[src/rtl/muldiv_if.sv]
// Request/response bundle between the execute-stage controller and muldiv_unit.
// master drives the request side, slave returns status, results and flags.
interface muldiv_if #(
  parameter int WIDTH = 32
);
  logic             start;
  logic [3:0]       op;
  logic [WIDTH-1:0] a;
  logic [WIDTH-1:0] b;
  logic             busy;
  logic             done;
  logic [WIDTH-1:0] result_lo;
  logic [WIDTH-1:0] result_hi;
  logic             flag_n;
  logic             flag_z;
  logic             div_by_zero;

  modport master (
    output start, op, a, b,
    input  busy, done, result_lo, result_hi, flag_n, flag_z, div_by_zero
  );

  modport slave (
    input  start, op, a, b,
    output busy, done, result_lo, result_hi, flag_n, flag_z, div_by_zero
  );
endinterface

[src/rtl/muldiv_unit.sv]
// Iterative shift-add multiplier / restoring divider, one bit per cycle.
// Define MULDIV_EARLY_EXIT_EN to end multiplies once the remaining multiplier is zero.
module muldiv_unit #(
  parameter int WIDTH = 32
) (
  input  logic     clk,
  input  logic     reset,
  muldiv_if.slave  bus
);
  localparam int CW = $clog2(WIDTH);

  localparam logic [3:0] OP_MUL   = 4'b0100;
  localparam logic [3:0] OP_UMULL = 4'b0101;
  localparam logic [3:0] OP_SMULL = 4'b0110;
  localparam logic [3:0] OP_DIV   = 4'b0111;

  typedef enum logic [1:0] {IDLE, CALC, FIX, DONE} state_t;

  state_t             state_reg;
  logic [CW-1:0]      count_reg;
  logic [3:0]         op_reg;
  logic               neg_reg;
  // Multiply: acc = partial product, mcand = shifted multiplicand, mplier = remaining multiplier.
  // Divide:   acc[WIDTH-1:0] = remainder, mcand[WIDTH-1:0] = divisor, mplier = dividend/quotient.
  logic [2*WIDTH-1:0] acc_reg;
  logic [2*WIDTH-1:0] mcand_reg;
  logic [WIDTH-1:0]   mplier_reg;

  logic               busy_reg;
  logic               done_reg;
  logic [WIDTH-1:0]   lo_reg;
  logic [WIDTH-1:0]   hi_reg;
  logic               n_reg;
  logic               z_reg;
  logic               dbz_reg;

  logic               legal_next;
  logic [WIDTH-1:0]   a_mag_next;
  logic [WIDTH-1:0]   b_mag_next;
  logic [WIDTH:0]     rem_shift_next;
  logic [WIDTH:0]     trial_next;
  logic [2*WIDTH-1:0] product_next;
  logic               last_next;

  always_comb begin
    legal_next     = (bus.op[3:2] == 2'b01);
    a_mag_next     = (bus.op == OP_SMULL && bus.a[WIDTH-1]) ? -bus.a : bus.a;
    b_mag_next     = (bus.op == OP_SMULL && bus.b[WIDTH-1]) ? -bus.b : bus.b;
    rem_shift_next = {acc_reg[WIDTH-1:0], mplier_reg[WIDTH-1]};
    // A set top bit means the trial subtraction borrowed: divisor did not fit.
    trial_next     = rem_shift_next - {1'b0, mcand_reg[WIDTH-1:0]};
    product_next   = neg_reg ? -acc_reg : acc_reg;
    last_next      = (count_reg == CW'(WIDTH - 1));
`ifdef MULDIV_EARLY_EXIT_EN
    if (op_reg != OP_DIV && mplier_reg[WIDTH-1:1] == '0)
      last_next = 1'b1;
`endif
  end

  always_ff @(posedge clk) begin
    if (!reset) begin
      state_reg  <= IDLE;
      count_reg  <= '0;
      op_reg     <= '0;
      neg_reg    <= 1'b0;
      acc_reg    <= '0;
      mcand_reg  <= '0;
      mplier_reg <= '0;
      busy_reg   <= 1'b0;
      done_reg   <= 1'b0;
      lo_reg     <= '0;
      hi_reg     <= '0;
      n_reg      <= 1'b0;
      z_reg      <= 1'b0;
      dbz_reg    <= 1'b0;
    end else begin
      case (state_reg)
        IDLE: begin
          if (bus.start && legal_next) begin
            op_reg    <= bus.op;
            count_reg <= '0;
            acc_reg   <= '0;
            busy_reg  <= 1'b1;
            dbz_reg   <= 1'b0;
            if (bus.op == OP_DIV && bus.b == '0) begin
              lo_reg    <= '1;
              hi_reg    <= bus.a;
              n_reg     <= 1'b1;
              z_reg     <= 1'b0;
              dbz_reg   <= 1'b1;
              done_reg  <= 1'b1;
              state_reg <= DONE;
            end else begin
              neg_reg   <= (bus.op == OP_SMULL) && (bus.a[WIDTH-1] ^ bus.b[WIDTH-1]);
              if (bus.op == OP_DIV) begin
                mplier_reg <= bus.a;
                mcand_reg  <= {{WIDTH{1'b0}}, bus.b};
              end else begin
                mplier_reg <= b_mag_next;
                mcand_reg  <= {{WIDTH{1'b0}}, a_mag_next};
              end
              state_reg <= CALC;
            end
          end
        end

        CALC: begin
          if (op_reg == OP_DIV) begin
            acc_reg    <= {{WIDTH{1'b0}},
                           trial_next[WIDTH] ? rem_shift_next[WIDTH-1:0] : trial_next[WIDTH-1:0]};
            mplier_reg <= {mplier_reg[WIDTH-2:0], ~trial_next[WIDTH]};
          end else begin
            if (mplier_reg[0])
              acc_reg <= acc_reg + mcand_reg;
            mcand_reg  <= mcand_reg << 1;
            mplier_reg <= mplier_reg >> 1;
          end
          count_reg <= count_reg + 1'b1;
          if (last_next)
            state_reg <= FIX;
        end

        FIX: begin
          case (op_reg)
            OP_MUL: begin
              lo_reg <= acc_reg[WIDTH-1:0];
              hi_reg <= '0;
              n_reg  <= acc_reg[WIDTH-1];
              z_reg  <= (acc_reg[WIDTH-1:0] == '0);
            end
            OP_DIV: begin
              lo_reg <= mplier_reg;
              hi_reg <= acc_reg[WIDTH-1:0];
              n_reg  <= mplier_reg[WIDTH-1];
              z_reg  <= (mplier_reg == '0);
            end
            default: begin
              lo_reg <= product_next[WIDTH-1:0];
              hi_reg <= product_next[2*WIDTH-1:WIDTH];
              n_reg  <= product_next[2*WIDTH-1];
              z_reg  <= (product_next == '0);
            end
          endcase
          done_reg  <= 1'b1;
          state_reg <= DONE;
        end

        DONE: begin
          done_reg  <= 1'b0;
          busy_reg  <= 1'b0;
          state_reg <= IDLE;
        end

        default: state_reg <= IDLE;
      endcase
    end
  end

  assign bus.busy        = busy_reg;
  assign bus.done        = done_reg;
  assign bus.result_lo   = lo_reg;
  assign bus.result_hi   = hi_reg;
  assign bus.flag_n      = n_reg;
  assign bus.flag_z      = z_reg;
  assign bus.div_by_zero = dbz_reg;
endmodule

[src/flat_wrapper.sv]
// flat-port wrapper written by rule: the top's interface ports become plain ports
module muldiv_unit_flat 
#(
  parameter int WIDTH = 32
)
  (clk, reset, bus_start, bus_op, bus_a, bus_b, bus_busy, bus_done, bus_result_lo, bus_result_hi, bus_flag_n, bus_flag_z, bus_div_by_zero);
  muldiv_if #(.WIDTH(WIDTH)) bus_i ();
  input  logic clk;
  input  logic reset;
  input wire logic [$bits(bus_i.start)-1:0] bus_start;
  input wire logic [$bits(bus_i.op)-1:0] bus_op;
  input wire logic [$bits(bus_i.a)-1:0] bus_a;
  input wire logic [$bits(bus_i.b)-1:0] bus_b;
  output wire logic [$bits(bus_i.busy)-1:0] bus_busy;
  output wire logic [$bits(bus_i.done)-1:0] bus_done;
  output wire logic [$bits(bus_i.result_lo)-1:0] bus_result_lo;
  output wire logic [$bits(bus_i.result_hi)-1:0] bus_result_hi;
  output wire logic [$bits(bus_i.flag_n)-1:0] bus_flag_n;
  output wire logic [$bits(bus_i.flag_z)-1:0] bus_flag_z;
  output wire logic [$bits(bus_i.div_by_zero)-1:0] bus_div_by_zero;
  assign bus_i.start = bus_start;
  assign bus_i.op = bus_op;
  assign bus_i.a = bus_a;
  assign bus_i.b = bus_b;
  assign bus_busy = bus_i.busy;
  assign bus_done = bus_i.done;
  assign bus_result_lo = bus_i.result_lo;
  assign bus_result_hi = bus_i.result_hi;
  assign bus_flag_n = bus_i.flag_n;
  assign bus_flag_z = bus_i.flag_z;
  assign bus_div_by_zero = bus_i.div_by_zero;
  muldiv_unit #(.WIDTH(WIDTH)) u_core (.clk(clk), .reset(reset), .bus(bus_i));
endmodule
[config.mk]
export PLATFORM = sky130hd
export DESIGN_NAME = muldiv_unit_flat
export DESIGN_NICKNAME = d
export VERILOG_FILES = /design/src/rtl/muldiv_if.sv /design/src/rtl/muldiv_unit.sv /design/src/flat_wrapper.sv
export SDC_FILE = /design/constraint.sdc
export NUM_CORES = 1
export LEC_CHECK = 0
export ABC_AREA = 1
export ABC_CLOCK_PERIOD_IN_PS = 6600
export BUFFER_PORTS_ARGS = -buffer_cell sky130_fd_sc_hd__buf_2
export CELL_PAD_IN_SITES_DETAIL_PLACEMENT = 1
export CELL_PAD_IN_SITES_GLOBAL_PLACEMENT = 2
export CORE_MARGIN = 5
export CORE_UTILIZATION = 36
export CTS_CLUSTER_SIZE = 24
export DETAILED_ROUTE_END_ITERATION = 8
export PLACE_DENSITY = 0.95
export SLEW_MARGIN = 20
export SYNTH_ARGS = -nofsm -noshare
export SYNTH_HDL_FRONTEND = slang
export SYNTH_SLANG_ARGS = --single-unit
[constraint.sdc]
create_clock -name clk -period 6.6 [get_ports clk]
set_clock_uncertainty 0.2 [all_clocks]
set_input_delay 0.33 -clock clk [delete_from_list [all_inputs] [get_ports clk]]
set_output_delay 0.33 -clock clk [all_outputs]
set_load 0.05 [all_outputs]
==> results of run 1 <==
[layer usage]
metal | GRT usage (%) | share of wire (%) | up-vias
met2 | 47.50 | 43 | 1020
met1 | 42.58 | 44 | 13120
li1 | - | - | 12840
met4 | 9.643 | 3.7 | 4
met5 | 0 | 0.021 | -
met3 | 6.031 | 8.8 | 200
[metrics by stage]
stage | setup WS, ns | util (%) | total power (W) | hold slack, ns
final | 2.592 | 39.89 | 0.006820 | 0.04494
after global routing | 2.295 | 39.87 | 0.007209 | 0.03734
after CTS | 2.632 | 39.87 | 0.006744 | 0.01320
after detailed placement | 2.673 | 38.23 | 0.005085 | 0.2646
after global placement | 2.753 | 38.23 | 0.005053 | 0.2551
after floorplan | 3.866 | - | 0.004069 | 0.2360
[area by class of cell]
cell class | instances | area share (%)
Antenna cell | 4 | 0.04066
Clock buffer | 42 | 3.472
Clock inverter | 10 | 0.4320
Inverter | 447 | 6.847
Multi-Input combinational cell | 2972 | 61.74
Sequential cell | 241 | 19.60
Tap cell | 837 | 4.254
Timing Repair Buffer | 163 | 3.609
[final timing paths]
path | from | to | slack, ns | cells past startpoint
max | u_core.op_reg[2] | u_core.acc_reg[44] | 2.59 | 14
min | bus_start | u_core.bus.busy | 0.04 | 4
max reg2reg | u_core.op_reg[2] | u_core.acc_reg[44] | 2.59 | 14
min reg2reg | u_core.op_reg[2] | u_core.op_reg[2] | 0.26 | 2
[power by group through the flow]
stage | clock network (W) | registers, W | logic [W]
3_3_place_gp | 0 | 0.00183 | 0.00322
4_1_cts | 0.00165 | 0.00180 | 0.00329
6_report | 0.00164 | 0.00182 | 0.00337
3_5_place_dp | 0 | 0.00183 | 0.00325
2_1_floorplan | 0 | 0.00181 | 0.00226
5_1_grt | 0.00172 | 0.00182 | 0.00367
[critical path: stages, from the launching register on]
cell and delay (ns):
dfxtp_1 0.31, inv_1 0.04, nor2_1 0.09, inv_1 0.09, nor3_4 0.11, buf_4 0.66
nor2_1 0.15, inv_2 0.20, or2_1 0.18, nand2_1 0.12, inv_2 0.41, nand2_1 0.51
inv_2 0.51, nand3_1 0.14, a21oi_1 0.16
[synth_stat cells, types with 9 or more instances]
cell / n / area share, %
a211oi_1: 10 / 0.34
a21oi_1: 446 / 10
a22oi_1: 9 / 0.30
a31oi_1: 28 / 0.78
buf_2: 34 / 0.76
buf_6: 9 / 0.45
clkbuf_1: 95 / 1.6
dfxtp_1: 241 / 22
ha_1: 105 / 5.9
inv_1: 430 / 7.2
inv_2: 14 / 0.23
nand2_1: 940 / 16
nand2_2: 9 / 0.25
nand3_1: 201 / 4.5
nand3b_1: 22 / 0.74
nand4_1: 29 / 0.81
nor2_1: 429 / 7.2
nor3_1: 44 / 0.98
nor4_1: 19 / 0.53
o211ai_1: 35 / 1.2
o21a_1: 9 / 0.30
o21ai_0: 360 / 8.0
o21ai_1: 18 / 0.40
o21bai_1: 18 / 0.60
o221a_2: 11 / 0.55
o221ai_1: 49 / 1.9
o22ai_1: 15 / 0.42
or2_2: 16 / 0.45
xnor2_1: 25 / 0.98
xor2_1: 60 / 2.3
[what timing repair did]
action                                  in CTS  in global routing
endpoints found under the setup margin       0                  0
hold buffers                                 5                  0
hold endpoints to repair                     5                  0
[kinds of logic after synthesis]
logic type      synth area share, %
flops                         21.55
mux                         0.04470
compound gates                25.85
simple gates                  32.54
fa+ha+maj                     6.046
xor+xnor                      3.325
buf+inv                       10.64
==> impl_summary.txt, run 1 <==
----------------------------------------------------
[Pwr]
  Power per standard cell area ... roughly 280 nW/um2
  Sw Pwr ... 0.003323 W
  Sequential group share of total power ... about a quarter
  Static leakage ... 11.14 nW
  Comb power frac ... 49.3%
  Relative contribution of the clock network to total power ... around a quarter
  Cell-internal power ... 0.003497 W
  Fraction of power spent switching nets ... 48.73%
  Maximum ir drop on the vdd rail ... 0.2176 mV

[Clock network]
  Post-CTS Resized ... 0
  CTS H-Tree Depth ... 1
  TritonCTS clock tree ... built
  Root Buffer Master ... clkbuf_16
  Clock latency at the later pin of the worst-skew pair ... 0.57 ns
  Clock transition at the registers of the reported paths ... about 0.060 ns
  Buffer count from post-CTS setup fixing ... 0
  Number of clock buffers inserted by TritonCTS ... 29
  Total number of clock tree sinks ... 241
  Maximum buffer depth of the clock tree ... 3

[Layout]
  Final instance area ... about 25000 um2
  Flip-flop and latch area ... 4826 um2
  Layout cells sized above 1 ... 7.484%
  Most common cell after layout, fill and taps aside ... nand2_1
  Synthesis-to-finish area growth ... 9.935%
  Number of standard cells in the layout, taps in and fillers out ... 4716
  Leading cell types in the layout, fill and taps excluded ... 939 x nand2_1, 446 x a21oi_1, 429 x inv_1
  Filler cell count ... 8564
  Multi-input gate area ... 15200 um2
  Total Nets Final ... 4032

[Die]
  Num ports ... between 100 and 150
  Count of standard-cell rows ... 91
  DIE AREA ... 67290 um2
  Initial core utilization ... 36.28%
  Placeable core region ... between 60000 and 70000 um2
  Die extent in x ... about 260 um
  Vertical extent of the die ... 259.4 um

[Run]
  Number of maximum-capacitance violations ... 0

[Critical path]
  Arrival time at the worst endpoint ... 4.30 ns
  Crit. End Element ... flop
  Type of the worst setup path ... flop to flop
  Critical path data required time ... 6.89 ns
  Crit-path max FO ... a little under 80
  Sort of element at the start of the critical path ... flop

[Detailed routing]
  Wirelength, routed ... 108000 um
  Violation count after the first detailed-routing iteration ... ~2900
  Via Count ... roughly 27000
  Total DRC errors in the routed layout ... 0
  Number of iterations in the first detailed-routing pass ... 6
  Number of vias per cell after detailed routing ... just under 6
  Antenna Nets Post-Route ... 0
  Drt wl/cell ... 22.91 um

[Synth]
  Instance count of the mapped netlist ... 3812
  Main synth FF type ... dfxtp_1
  Number of enable-type register cells in the synthesized netlist ... 0
  Cell area after synthesis ... 22390 um2
  Synthesis warning total ... 0
  Number of nets produced by synthesis ... 3990
  Post-synthesis sequential area ratio ... a little over a fifth
  Synth Register Bits ... 241
  Proportion of synthesized flip-flops having asynchronous set or reset ... 0%
  Count of unique library cells instantiated by Yosys ... 59
  Per-instance average area after synthesis ... 5.874 um2

[Global route]
  Wire length of the first global-routing pass ... 160700 um
  All-layer global routing usage ... 30.52%
  Pin count of the biggest net entering global routing ... a little under 100
  Number of global-route vias before repair ... 26110
  Number of antenna violations at the first check in global routing ... 10
  Leftover overflow at the end of global routing ... 0

[Timing]
  Setup violators final ... 0
  Transition time at the pin with the least slew margin ... 1.078 ns
  Final Max Slew Viols ... 0
  Hold violation total from the final report ... 0
  Fmax ... 249.5 MHz
  Setup TNS ... 0 ns
  Period utilization ... 60.73%
  Setup repair after global routing missed its margin ... no
  Time the worst path needs with I/O delays and setup ... 4.008 ns
  Slew Limit Headroom ... 27.94%

[Worst hold path]
  Hold/Removal Path Class ... primary input to flop

[Placement]
  Number of instances in the placed design ... about 4700
  Placed inst area ... 23600 um2
  Final Wtd Congestion ... 1.002
  Number of port buffers ... 139
  Post-DP HPWL ... 87220 um

[Run status]
  Run status ... complete, no violations

----------------------------------------------------
No activity file was read; power rests on OpenSTA's default activity.
==> run 2: changes to the inputs <==
- ABC_CLOCK_PERIOD_IN_PS: 6600 -> 3300
- CORE_UTILIZATION: 36 -> 30
- PLACE_DENSITY: 0.95 -> 0.87
- clock period: 6.6 -> 3.3 ns (I/O delays scaled with it)
==> run 2 against run 1 <==
Register-to-register slack got worse by 2.5 ns; final cell count increased by 6.3%; sequential share of layout area shrank 1.3 points; die area rose by 19%; non-clock buffer count is 160 higher; critical endpoint is now u_core.bus.flag_z; largest cell class unchanged.
==> impl_summary.txt, run 2 (synthesized netlist as in run 1, its figures left out) <==
----------------------------------------------------
[Run status]
  Run status ... complete, no violations

[Timing]
  Hold violation total from the final report ... 0
  Time the worst path needs with I/O delays and setup ... about 3.2 ns
  Transition time at the pin with the least slew margin ... 0.9285 ns
  Period utilization ... between 90% and 100%
  Worst hold slack ... 0.05591 ns
  Setup repair after global routing missed its margin ... yes
  Slew Limit Headroom ... 37.95%
  Setup violators final ... 0
  Final Max Slew Viols ... 0
  Fmax ... 308.8 MHz

[Critical path]
  Cell class contributing the biggest share of worst-path delay ... simple AND/OR/NAND/NOR gates
  Critical Path Most Common Cell ... nand2_1
  Slowest stage delay, CP ... 0.31 ns
  Reg-to-reg startpoint ... u_core.acc_reg[0]
  Depth of the worst register-to-register path ... 17
  Crit-path max FO ... 5
  Worst-path cell chain ... buf_4, inv_1, ha_1, nand3_2, nor2_4, nand3_2, nand2_2, nand3_1, nand2_1, nand2_1, nor2_1, nand2_1, nor2_1, nand3_1, nand2_1, nand2_1, a21oi_1
  Arrival time at the worst endpoint ... 3.55 ns
  Bufs and invs on worst path ... 2
  R2R Path End ... u_core.bus.flag_z
  Reg-to-reg setup timing slack ... 0.06 ns
  Crit. End Element ... flop
  Critical path data required time ... 3.61 ns
  Sort of element at the start of the critical path ... flop
  Type of the worst setup path ... flop to flop
  Slowest cell on the critical path ... dfxtp_1

[Global route]
  Met2 Use GR ... slightly above 40%
  Number of global-route vias before repair ... 26640
  All-layer global routing usage ... a little over a quarter
  Leftover overflow at the end of global routing ... 0
  Busiest layer in global routing ... met2
  Met3 track utilization from global routing ... 7.822%
  Grt met1 use ... approximately 37%
  Pin count of the biggest net entering global routing ... around 100
  Number of antenna violations at the first check in global routing ... 8
  Wire length of the first global-routing pass ... 169500 um

[Placement]
  Post-DP HPWL ... ~93000 um
  Final Wtd Congestion ... between 0.9 and 1
  Number of port buffers ... 139

[Layout]
  Post-layout util ... 35.54%
  Total Nets Final ... 4195
  Leading cell types in the layout, fill and taps excluded ... 935 x nand2_1, 443 x a21oi_1, 429 x inv_1
  Synthesis-to-finish area growth ... 17.76%
  Layout cells sized above 1 ... 10.21%
  Filler cell count ... 9912
  Most common cell after layout, fill and taps aside ... nand2_1

[Detailed routing]
  Number of vias per cell after detailed routing ... roughly 5.5
  Violation count after the first detailed-routing iteration ... 2735
  Via Count ... 27610
  Drt wl/cell ... 23.16 um
  Wirelength, routed ... roughly 120000 um
  Total DRC errors in the routed layout ... 0
  Number of iterations in the first detailed-routing pass ... 6
  Antenna Nets Post-Route ... 0

[Pwr]
  Static leakage ... 12.00 nW
  Sequential group share of total power ... 24.4%
  Relative contribution of the clock network to total power ... 24.7%
  Total chip power ... 0.01464 W
  Fraction of power spent switching nets ... 48.37%
  Cell-internal power ... 0.007561 W
  Sw Pwr ... a little over 0.007 W
  Comb power frac ... between 50% and 60%
  Maximum ir drop on the vdd rail ... 0.4505 mV
  Power per standard cell area ... 555.3 nW/um2

[Clock network]
  Clock latency at the later pin of the worst-skew pair ... 0.61 ns
  CTS H-Tree Depth ... 1
  Clock transition at the registers of the reported paths ... 0.06 ns
  TritonCTS clock tree ... built
  Root Buffer Master ... clkbuf_16
  Number of clock buffers inserted by TritonCTS ... 31
  Total number of clock tree sinks ... around 240
  Maximum buffer depth of the clock tree ... 3

[Worst hold path]
  Hold/Removal Path Class ... primary input to flop
  Hold path depth ... 3
  Worst hold start ... bus_a[1]
  Sink of the worst hold path ... u_core.bus.result_hi[1]

[Die]
  Placeable core region ... 74200 um2
  Vertical extent of the die ... approximately 280 um
  Initial core utilization ... 30.18%
  Die extent in x ... 283.2 um
  Count of standard-cell rows ... 100
  Num ports ... 140
  DIE AREA ... 80200 um2

[Run]
  Number of maximum-capacitance violations ... 0

----------------------------------------------------
run 2: cell count changes in the layout (fill, tap and decap cells not counted), moves of 3 or more:
cell,change
buf_4,+98
dlygate4sd3_1,+52
clkinv_2,-4
a21oi_2,+3
a21oi_1,-3
nand2_1,-4
inv_6,+4
buf_6,+3
nor2_2,+3
clkbuf_8,-4
buf_12,+8
nand2_2,+4
diode_2,+5
run 2: power by group through the flow:
stage	Combinational [W]	Sequential, W	Clock (W)
after floorplan	0.00453	0.00361	0
after global placement	0.00699	0.00360	0
after detailed placement	0.00702	0.00361	0
after CTS	0.00714	0.00355	0.00366
after global routing	0.00805	0.00359	0.00378
final	0.00745	0.00357	0.00362
run 2: worst min-delay path, stage by stage:
cell	delay, ns
buf_2	0.21
o21ai_0	0.23
a21oi_1	0.20
run 2: per-stage QoR:
step | instance area [um2] | cells | setup WS, ns | TNS, ns
2_1_floorplan | 22390 | 3812 | 0.5662 | 0
3_3_place_gp | 24650 | 4893 | 0.2028 | 0
3_5_place_dp | 24650 | 4893 | 0.1840 | 0
4_1_cts | 26260 | 5003 | 0.1309 | 0
5_1_grt | 26350 | 5007 | -0.05498 | -0.05498
6_report | 26370 | 5015 | 0.06158 | 0
run 2: area by class of cell:
type	count	area, um2	area share (%)
inverters	447	1685	6.391
repair buffers	323	2333	8.849
multi-input cells	2973	15250	57.83
well taps	969	1212	4.598
diodes	9	22.52	0.08541
flip-flops and latches	241	4827	18.31
clock inverters	13	190.2	0.7212
clock buffers	40	849.6	3.222
run 2: repair_timing:
| action | 4_1_cts | 5_1_grt |
|---|---|---|
| hold buffers | 57 | 0 |
| resized for setup | 0 | 20 |
| hold endpoints to repair | 89 | 0 |
| buffers inserted | 0 | 2 |
| endpoints found under the setup margin | 0 | 31 |
run 2: metal layers:
metal	part of all wire, %	vias up
met1	45	13210
met4	4.0	4
li1	-	13160
met5	0.022	-
met3	9.7	199
met2	42	1041
run 2: worst max path at each step:
| stage | cells after the start | slack, ns | from | endpoint |
|---|---|---|---|---|
| after floorplan | 18 | 0.57 | u_core.mplier_reg[31] | u_core.acc_reg[25] |
| after global placement | 14 | 0.20 | u_core.acc_reg[2] | u_core.acc_reg[47] |
| after detailed placement | 18 | 0.18 | u_core.acc_reg[13] | u_core.bus.flag_z |
| after CTS | 18 | 0.13 | u_core.acc_reg[13] | u_core.bus.flag_z |
| after global routing | 18 | -0.05 | u_core.acc_reg[12] | u_core.bus.flag_z |
| final | 17 | 0.06 | u_core.acc_reg[0] | u_core.bus.flag_z |
